## config.mk

```make
export PLATFORM = sky130hd
export DESIGN_NAME = pc_gen
export DESIGN_NICKNAME = d
export VERILOG_FILES = /design/src/rtl/pc_gen.sv
export SDC_FILE = /design/constraint.sdc
export NUM_CORES = 1
export LEC_CHECK = 0
export ABC_CLOCK_PERIOD_IN_PS = 2500
export CAP_MARGIN = 15
export CELL_PAD_IN_SITES_DETAIL_PLACEMENT = 0
export CELL_PAD_IN_SITES_GLOBAL_PLACEMENT = 1
export CORE_MARGIN = 2
export CORE_UTILIZATION = 29
export DETAILED_ROUTE_END_ITERATION = 10
export PLACE_DENSITY = 0.77
export SLEW_MARGIN = 20
export SYNTH_ARGS = -nofsm -noshare
export SYNTH_HDL_FRONTEND = slang
export SYNTH_SLANG_ARGS = --single-unit
export TNS_END_PERCENT = 20
```

## constraint.sdc

```tcl
create_clock -name clk -period 2.5 [get_ports clk]
set_input_delay 0.25 -clock clk [delete_from_list [all_inputs] [get_ports clk]]
set_output_delay 0.25 -clock clk [all_outputs]
set_load 0.01 [all_outputs]
```

## src/rtl/pc_gen.sv

```systemverilog
// ---------------------------------------------------------------------------
// pc_gen -- next-PC generator and PC register for the fetch stage.
//
// Picks the next fetch address from sequential increment, PC-relative
// branch, register jump, SIIC trap, RTI return, halt and fetch stall.
// Redirects come from EX; stall comes from the hazard unit. A misaligned
// jump/branch target is turned into a trap to EXC_VEC with a one-cycle
// misalign pulse.
//
// Optional feature macro: PC_EPC_EN
//   defined   : traps save the return address in epc and enter EXC; rti in
//               EXC returns to epc; a trap while in EXC is a double fault
//               that halts the core.
//   undefined : no EXC state, every trap vectors to EXC_VEC, rti ignored,
//               epc tied to zero.
//
// Parameters
//   WIDTH      address width
//   INC        sequential increment in bytes (power of 2, >= 1)
//   RESET_VEC  PC value on reset
//   EXC_VEC    trap handler address
//
// Ports
//   clk       in   rising-edge clock
//   rst       in   asynchronous active-high reset
//   stall     in   hold PC (only affects sequential advance)
//   br_taken  in   PC-relative branch taken in EX
//   jr        in   register jump in EX
//   redir_pc  in   PC of the EX instruction
//   imm       in   sign-extended displacement
//   rs        in   jump base register
//   siic      in   illegal-instruction trap from EX
//   rti       in   return from trap
//   halt      in   HALT reached EX
//   pc        out  current fetch address (registered)
//   pc_inc    out  pc + INC
//   next_pc   out  value loaded on the next edge
//   halted    out  high in the HALTED state
//   misalign  out  one-cycle pulse after a misaligned redirect
//   epc       out  saved return address
// ---------------------------------------------------------------------------
module pc_gen #(
    parameter int               WIDTH     = 16,
    parameter int               INC       = 2,
    parameter logic [WIDTH-1:0] RESET_VEC = '0,
    parameter logic [WIDTH-1:0] EXC_VEC   = WIDTH'(2)
) (
    input  logic             clk,
    input  logic             rst,
    input  logic             stall,
    input  logic             br_taken,
    input  logic             jr,
    input  logic [WIDTH-1:0] redir_pc,
    input  logic [WIDTH-1:0] imm,
    input  logic [WIDTH-1:0] rs,
    input  logic             siic,
    input  logic             rti,
    input  logic             halt,
    output logic [WIDTH-1:0] pc,
    output logic [WIDTH-1:0] pc_inc,
    output logic [WIDTH-1:0] next_pc,
    output logic             halted,
    output logic             misalign,
    output logic [WIDTH-1:0] epc
);

    typedef enum logic [1:0] {
        ST_RUN    = 2'd0,
        ST_EXC    = 2'd1,
        ST_HALTED = 2'd2
    } state_t;

    localparam logic [WIDTH-1:0] INC_W    = WIDTH'(INC);
    // For INC == 1 the mask is zero, so nothing is ever misaligned.
    localparam logic [WIDTH-1:0] INC_MASK = INC_W - WIDTH'(1);

    function automatic logic is_misaligned(input logic [WIDTH-1:0] addr);
        return (addr & INC_MASK) != '0;
    endfunction

    state_t           state_q, state_d;
    logic [WIDTH-1:0] pc_q;
    logic             misalign_q, misalign_d;
    logic [WIDTH-1:0] br_tgt, jr_tgt, ret_addr;
    logic             trap_req;

    // All additions wrap modulo 2^WIDTH by truncation.
    assign pc_inc   = pc_q + INC_W;
    assign br_tgt   = redir_pc + INC_W + imm;
    assign jr_tgt   = rs + imm;
    assign ret_addr = redir_pc + INC_W;

`ifdef PC_EPC_EN
    logic [WIDTH-1:0] epc_q, epc_d;
`else
    // rti and the return address have no effect without the EPC feature.
    logic unused_no_epc;
    assign unused_no_epc = rti ^ (^ret_addr);
`endif

    always_comb begin
        // NOTE: every signal written here gets a default first, so no path
        // can leave one unassigned and infer a latch.
        next_pc    = pc_inc;
        state_d    = state_q;
        misalign_d = 1'b0;
        trap_req   = 1'b0;
`ifdef PC_EPC_EN
        epc_d      = epc_q;
`endif

        if (state_q == ST_HALTED) begin
            next_pc = pc_q;
        end else begin
            if (siic) begin
                trap_req = 1'b1;
`ifdef PC_EPC_EN
            end else if (rti && state_q == ST_EXC) begin
                next_pc = epc_q;
                state_d = ST_RUN;
`endif
            end else if (halt) begin
                next_pc = pc_q;
                state_d = ST_HALTED;
            end else if (jr) begin
                // jr outranks br_taken if both are (illegally) asserted.
                if (is_misaligned(jr_tgt)) begin
                    trap_req   = 1'b1;
                    misalign_d = 1'b1;
                end else begin
                    next_pc = jr_tgt;
                end
            end else if (br_taken) begin
                if (is_misaligned(br_tgt)) begin
                    trap_req   = 1'b1;
                    misalign_d = 1'b1;
                end else begin
                    next_pc = br_tgt;
                end
            end else if (stall) begin
                next_pc = pc_q;
            end

            if (trap_req) begin
`ifdef PC_EPC_EN
                if (state_q == ST_EXC) begin
                    // Trap inside the handler: double fault, stop here.
                    next_pc = pc_q;
                    state_d = ST_HALTED;
                end else begin
                    next_pc = EXC_VEC;
                    epc_d   = ret_addr;
                    state_d = ST_EXC;
                end
`else
                next_pc = EXC_VEC;
`endif
            end
        end
    end

    // NOTE: state registers use non-blocking assignments so every flop
    // samples the pre-edge values regardless of statement order.
    always_ff @(posedge clk or posedge rst) begin
        if (rst) begin
            pc_q       <= RESET_VEC;
            state_q    <= ST_RUN;
            misalign_q <= 1'b0;
        end else begin
            pc_q       <= next_pc;
            state_q    <= state_d;
            misalign_q <= misalign_d;
        end
    end

`ifdef PC_EPC_EN
    always_ff @(posedge clk or posedge rst) begin
        if (rst) epc_q <= '0;
        else     epc_q <= epc_d;
    end
    assign epc = epc_q;
`else
    assign epc = '0;
`endif

    assign pc       = pc_q;
    assign halted   = (state_q == ST_HALTED);
    assign misalign = misalign_q;

endmodule

```

After elaboration in Yosys (flattened, before gate mapping)
Cells that the tools add are included.
{ "op_classes": {"n_addsub": 4, "mux": 18, "n_bitwise": 2, "reduce_logical": 1} }
{ "op_table": {"columns": ["cell", "count"], "rows": [
  ["two-way mux 16 bit", 9],
  ["adder 16 bit", 2],
  ["adder 16 x 2 -> 16 bit, second input constant", 2],
  ["two-way mux 1 bit", 9],
  ["AND reduction 3 bit", 1],
  ["NOT 1 bit", 2]
]} }
{ "word_totals": {"ff_bits": 18, "input_bits": 56, "out_inout_bits": 66, "word_cells": 28} }

Longest topological paths before layout
{ "logic_depth": {"ltp_word": 10, "ltp_mapped": 11, "ltp_nobuf": 11} }

Worst setup path after synthesis
No wires, ideal clock.
{ "synth_timing": {"path_kind": "input to output", "startpoint": "input port imm[1]", "endpoint": "output port next_pc[11]", "arrival_ns": 2.509, "t_required_ns": 2.250, "setup_slack_ns": -0.259, "cell_stages": 11, "path_cell_list": "inv_1 -> ha_1 -> inv_1 -> ha_1 -> fa_1 -> a211oi_1 -> o211ai_1 -> a41oi_1 -> xnor2_1 -> nor2_1 -> a211oi_1"} }
{ "synth_via": {"elab_chain_len": 8} }
{ "synth_lines": {"columns": ["element", "line", "source"], "rows": [
  ["from (decl)", "54", "input logic [WIDTH-1:0] imm,"],
  ["adder 16 bit", "89", "assign br_tgt = redir_pc + INC_W + imm;"],
  ["two-way mux 16 bit", "134", "if (is_misaligned(br_tgt)) begin"],
  ["two-way mux 16 bit", "133", "end else if (br_taken) begin"],
  ["two-way mux 16 bit *", "125", "end else if (jr) begin"],
  ["two-way mux 16 bit *", "122", "end else if (halt) begin"],
  ["two-way mux 16 bit *", "115", "if (siic) begin"],
  ["two-way mux 16 bit *", "144", "if (trap_req) begin"],
  ["two-way mux 16 bit *", "112", "if (state_q == ST_HALTED) begin"],
  ["to (decl)", "61", "output logic [WIDTH-1:0] next_pc,"]
]} }
Every way passes the cells marked *; elsewhere a longest branch is shown, timed or not.

Worst setup path in the final report
{ "layout_timing": {"startpoint": "input port redir_pc[6]", "endpoint": "output port next_pc[15]"} }
{ "layout_via": {"elab_chain_len": 9} }
{ "layout_lines": {"columns": ["element", "line", "source"], "rows": [
  ["from (decl)", "53", "input logic [WIDTH-1:0] redir_pc,"],
  ["adder 16 x 2 -> 16 bit", null, null],
  ["adder 16 bit", "89", null],
  ["two-way mux 16 bit", "134", null],
  ["two-way mux 16 bit", "133", null],
  ["two-way mux 16 bit", "125", null],
  ["two-way mux 16 bit", "122", null],
  ["two-way mux 16 bit", "115", null],
  ["two-way mux 16 bit", "144", null],
  ["two-way mux 16 bit", "112", null]
]} }
No other way between the ends.

==> qor.csv <==
metric;value;unit
finalWirelength;13600;um
ys_seq_area_frac;0.140;
worstHoldPathType;primary input to asynchronous set/reset pin;
crit_slowest_cell;a311o_1;
avgSynthCellArea;8.08;um2
dp_hpwl;10700;um
final_nets;755;
syn_area;3210;um2
dieArea;11900;um2
via_count;4085;
reg2reg_depth;8;
slowest_delay;0.34;ns
cts_tree;done;
synth_cell_type_count;72;
crit_top_cell;o211ai_1;
firstDrtPassIters;4;
status;finished with violations;
arrival;2.54;ns
drt_iter0_drc;139;
antenna_found_initial;0;
place_area;5430;um2
powerDensity;450;nW/um2
yosys_warnings;0;
crit_type;primary input to output pin;
drive_above_1_share;0.456;
slew_violations;0;
ys.flop_type;dfrtp_1;
finalHoldViolCount;0;
finalCritPeriodShare;1.12;
irDropWorstVdd;278;uV
rsz0062_at_grt;true;
root_buffer;clkbuf_8;
crit_family;compound AO/OA/AOI/OAI gates;
wire_per_inst;17.2;um
path_clk_slew;0.08;ns
final_area;6280;um2
n_fill_cell;973;
die_h;109;um
violations;setup timing;
drv_cap;0;
floorplan.initialDensity;0.296;
fmax;358;MHz
syn_to_final_growth;95.7;%
setup_slack;-0.291;ns
grt_max_degree;19;
critPathRequiredTime;2.25;ns
htreeDepth;1;
syn_inst;397;
timing.slew.headroom;0.473;
post_drt_via_cell_ratio;5.16;
crit_fanout;3;
cts_made_buffers;3;
grt_overflow;0;
crit_chain;clkdlybuf4s15_2, ha_4, ha_4, buf_4, o211ai_1, o211ai_1, nand2_1, o211ai_1, xnor2_1, a311o_1, buf_2;
cts.path.max_buffers;2;
cts_hold_buf;0;
cts.sinks;18;
num_rows;38;
timing.rr.start;pc[1]$_DFF_PP0_;
r2r_slack;0.40;ns
grt_pass1_vias;4214;
r2r_end;pc[15]$_DFF_PP0_;
p_leak;2.74;nW
ys_async_sr_fraction;1.00;
io-pin-count;122;
ant_nets;0;
worstMarginPinSlew;0.789;ns
fin_skew;0.00278;ns
setup_viol;11;
track_usage;0.222;
drc_errors;0;
critPathBufInv;3;
final_util;0.579;
place_congestion;0.899;
dieWidth;109;um
grt_pass1_wl;20700;um
portBuffers;104;
core_area;10800;um2
cp-end-kind;output pin;
antenna_cells;0;
cp-start-kind;primary input;
layout_min_cycle_time;2.79;ns
synth_edf_count;0;
insertion_delay;0.27;ns
synth-seq-cells;18;
==> where the power goes <==
group | switching [mW] | leakage (nW) | total [mW] | internal, mW
clock network | 0.124 | 0.0288 | 0.265 | 0.141
registers | 0.0504 | 0.219 | 0.402 | 0.352
logic | 0.985 | 2.49 | 2.16 | 1.17
total | 1.16 | 2.74 | 2.83 | 1.67
==> what timing repair did <==
| action | 4_1_cts | 5_1_grt |
|---|---|---|
| gates resized for setup | 227 | 27 |
| pin swaps | 72 | 9 |
| gates cloned | 0 | 0 |
| setup endpoints to repair | 31 | 22 |
| setup buffers | 11 | 1 |
==> worst register-to-register path: cells and delay by family, from the launching register on <==
kind / cells / cell delay [ns]
fa+ha+maj: 1 / 0.18
simple gates: 2 / 0.48
buf+inv: 1 / 0.14
flops: 1 / 0.42
compound gates: 4 / 0.79
==> state kept, by name, indices dropped and copies added (netlist names) <==
register and flops:
misalign 1, pc 16, state_q 1
==> through the flow <==
| step | setup TNS [ns] | setup WS, ns | cells | total power, mW | hold slack, ns |
|---|---|---|---|---|---|
| 2_1_floorplan | -0.0531 | -0.0347 | 412 | 1.20 | 0.189 |
| 3_3_place_gp | -20.30 | -1.24 | 775 | 2.24 | 0.550 |
| 3_5_place_dp | -21.46 | -1.27 | 775 | 2.25 | 0.568 |
| 4_1_cts | -2.68 | -0.329 | 790 | 2.73 | 0.479 |
| 5_1_grt | -3.69 | -0.393 | 791 | 2.99 | 0.496 |
| 6_report | -2.36 | -0.291 | 791 | 2.83 | 0.429 |
==> final cells by class <==
type,count,area [um2],area share
clock buffer,4,55.1,0.00876
inverter,19,73.8,0.0118
multi-input combinational,344,3300,0.526
sequential,18,450,0.0717
tap,140,175,0.0279
timing repair buffer,266,2220,0.354
==> cell usage in the layout (no fill, tap or decap), types with 6 or more instances in the layout <==
master | synthesis | layout
xor2_1 | 14 | 12
nand3_1 | 11 | 9
buf_6 | 2 | 11
clkdlybuf4s50_1 | 0 | 51
a21o_1 | 9 | 9
o221ai_1 | 6 | 6
a21oi_2 | 0 | 6
o21ai_0 | 24 | 15
o21ai_1 | 2 | 6
nor2_1 | 26 | 24
ha_1 | 45 | 12
buf_4 | 18 | 156
dfrtp_1 | 18 | 18
conb_1 | 1 | 16
o211ai_1 | 7 | 7
nand2_1 | 27 | 25
a21oi_1 | 23 | 16
a31oi_1 | 8 | 6
ha_4 | 0 | 33
dlygate4sd2_1 | 0 | 19
clkdlybuf4s15_2 | 0 | 6
xnor2_1 | 21 | 16
buf_2 | 3 | 13
inv_1 | 19 | 15
==> routing by layer <==
metal,part of all wire,track usage,vias up
met1,0.43,0.278,1958
met5,0,0,-
met4,0.017,0.0570,0
li1,-,-,1970
met3,0.051,0.0185,19
met2,0.50,0.409,138
==> logic make-up (layout without fill, tap and decap cells) <==
logic type | after synthesis | in the layout | share of synthesized area
other | 1 | 16 | 0.00117
multiplexers | 2 | 2 | 0.00624
XOR/XNOR | 35 | 35 | 0.0955
flip-flops | 18 | 18 | 0.140
AO/OA/AOI/OAI | 133 | 133 | 0.303
adder cells (fa/ha/maj) | 47 | 47 | 0.188
buffers and inverters | 50 | 289 | 0.0889
AND/OR/NAND/NOR | 111 | 111 | 0.177
==> synthesized netlist by cell type, types with 6 or more instances <==
master,number,area (um2)
o211ai_1,7,52.6
o21ai_0,24,120
buf_4,18,135
nand3_1,11,55.1
dfrtp_1,18,450
a21o_1,9,67.6
xor2_1,14,123
a21oi_1,23,115
inv_1,19,71.3
xnor2_1,21,184
and3_1,6,37.5
clkbuf_1,6,22.5
ha_1,45,563
nand2_1,27,101
a31oi_1,8,50.1
a211oi_1,9,67.6
nor2_1,26,97.6
o221ai_1,6,52.6
==> worst max-delay path by stage <==
stage	start	end	slack [ns]	depth (start not counted)
3_3_place_gp	imm[1]	next_pc[11]	-1.24	13
4_1_cts	imm[1]	next_pc[11]	-0.33	14
6_report	redir_pc[6]	next_pc[15]	-0.29	11
5_1_grt	imm[1]	next_pc[14]	-0.39	14
2_1_floorplan	imm[1]	next_pc[7]	-0.03	11
3_5_place_dp	imm[1]	next_pc[7]	-1.27	13
No activity file was read; power rests on OpenSTA's default activity.
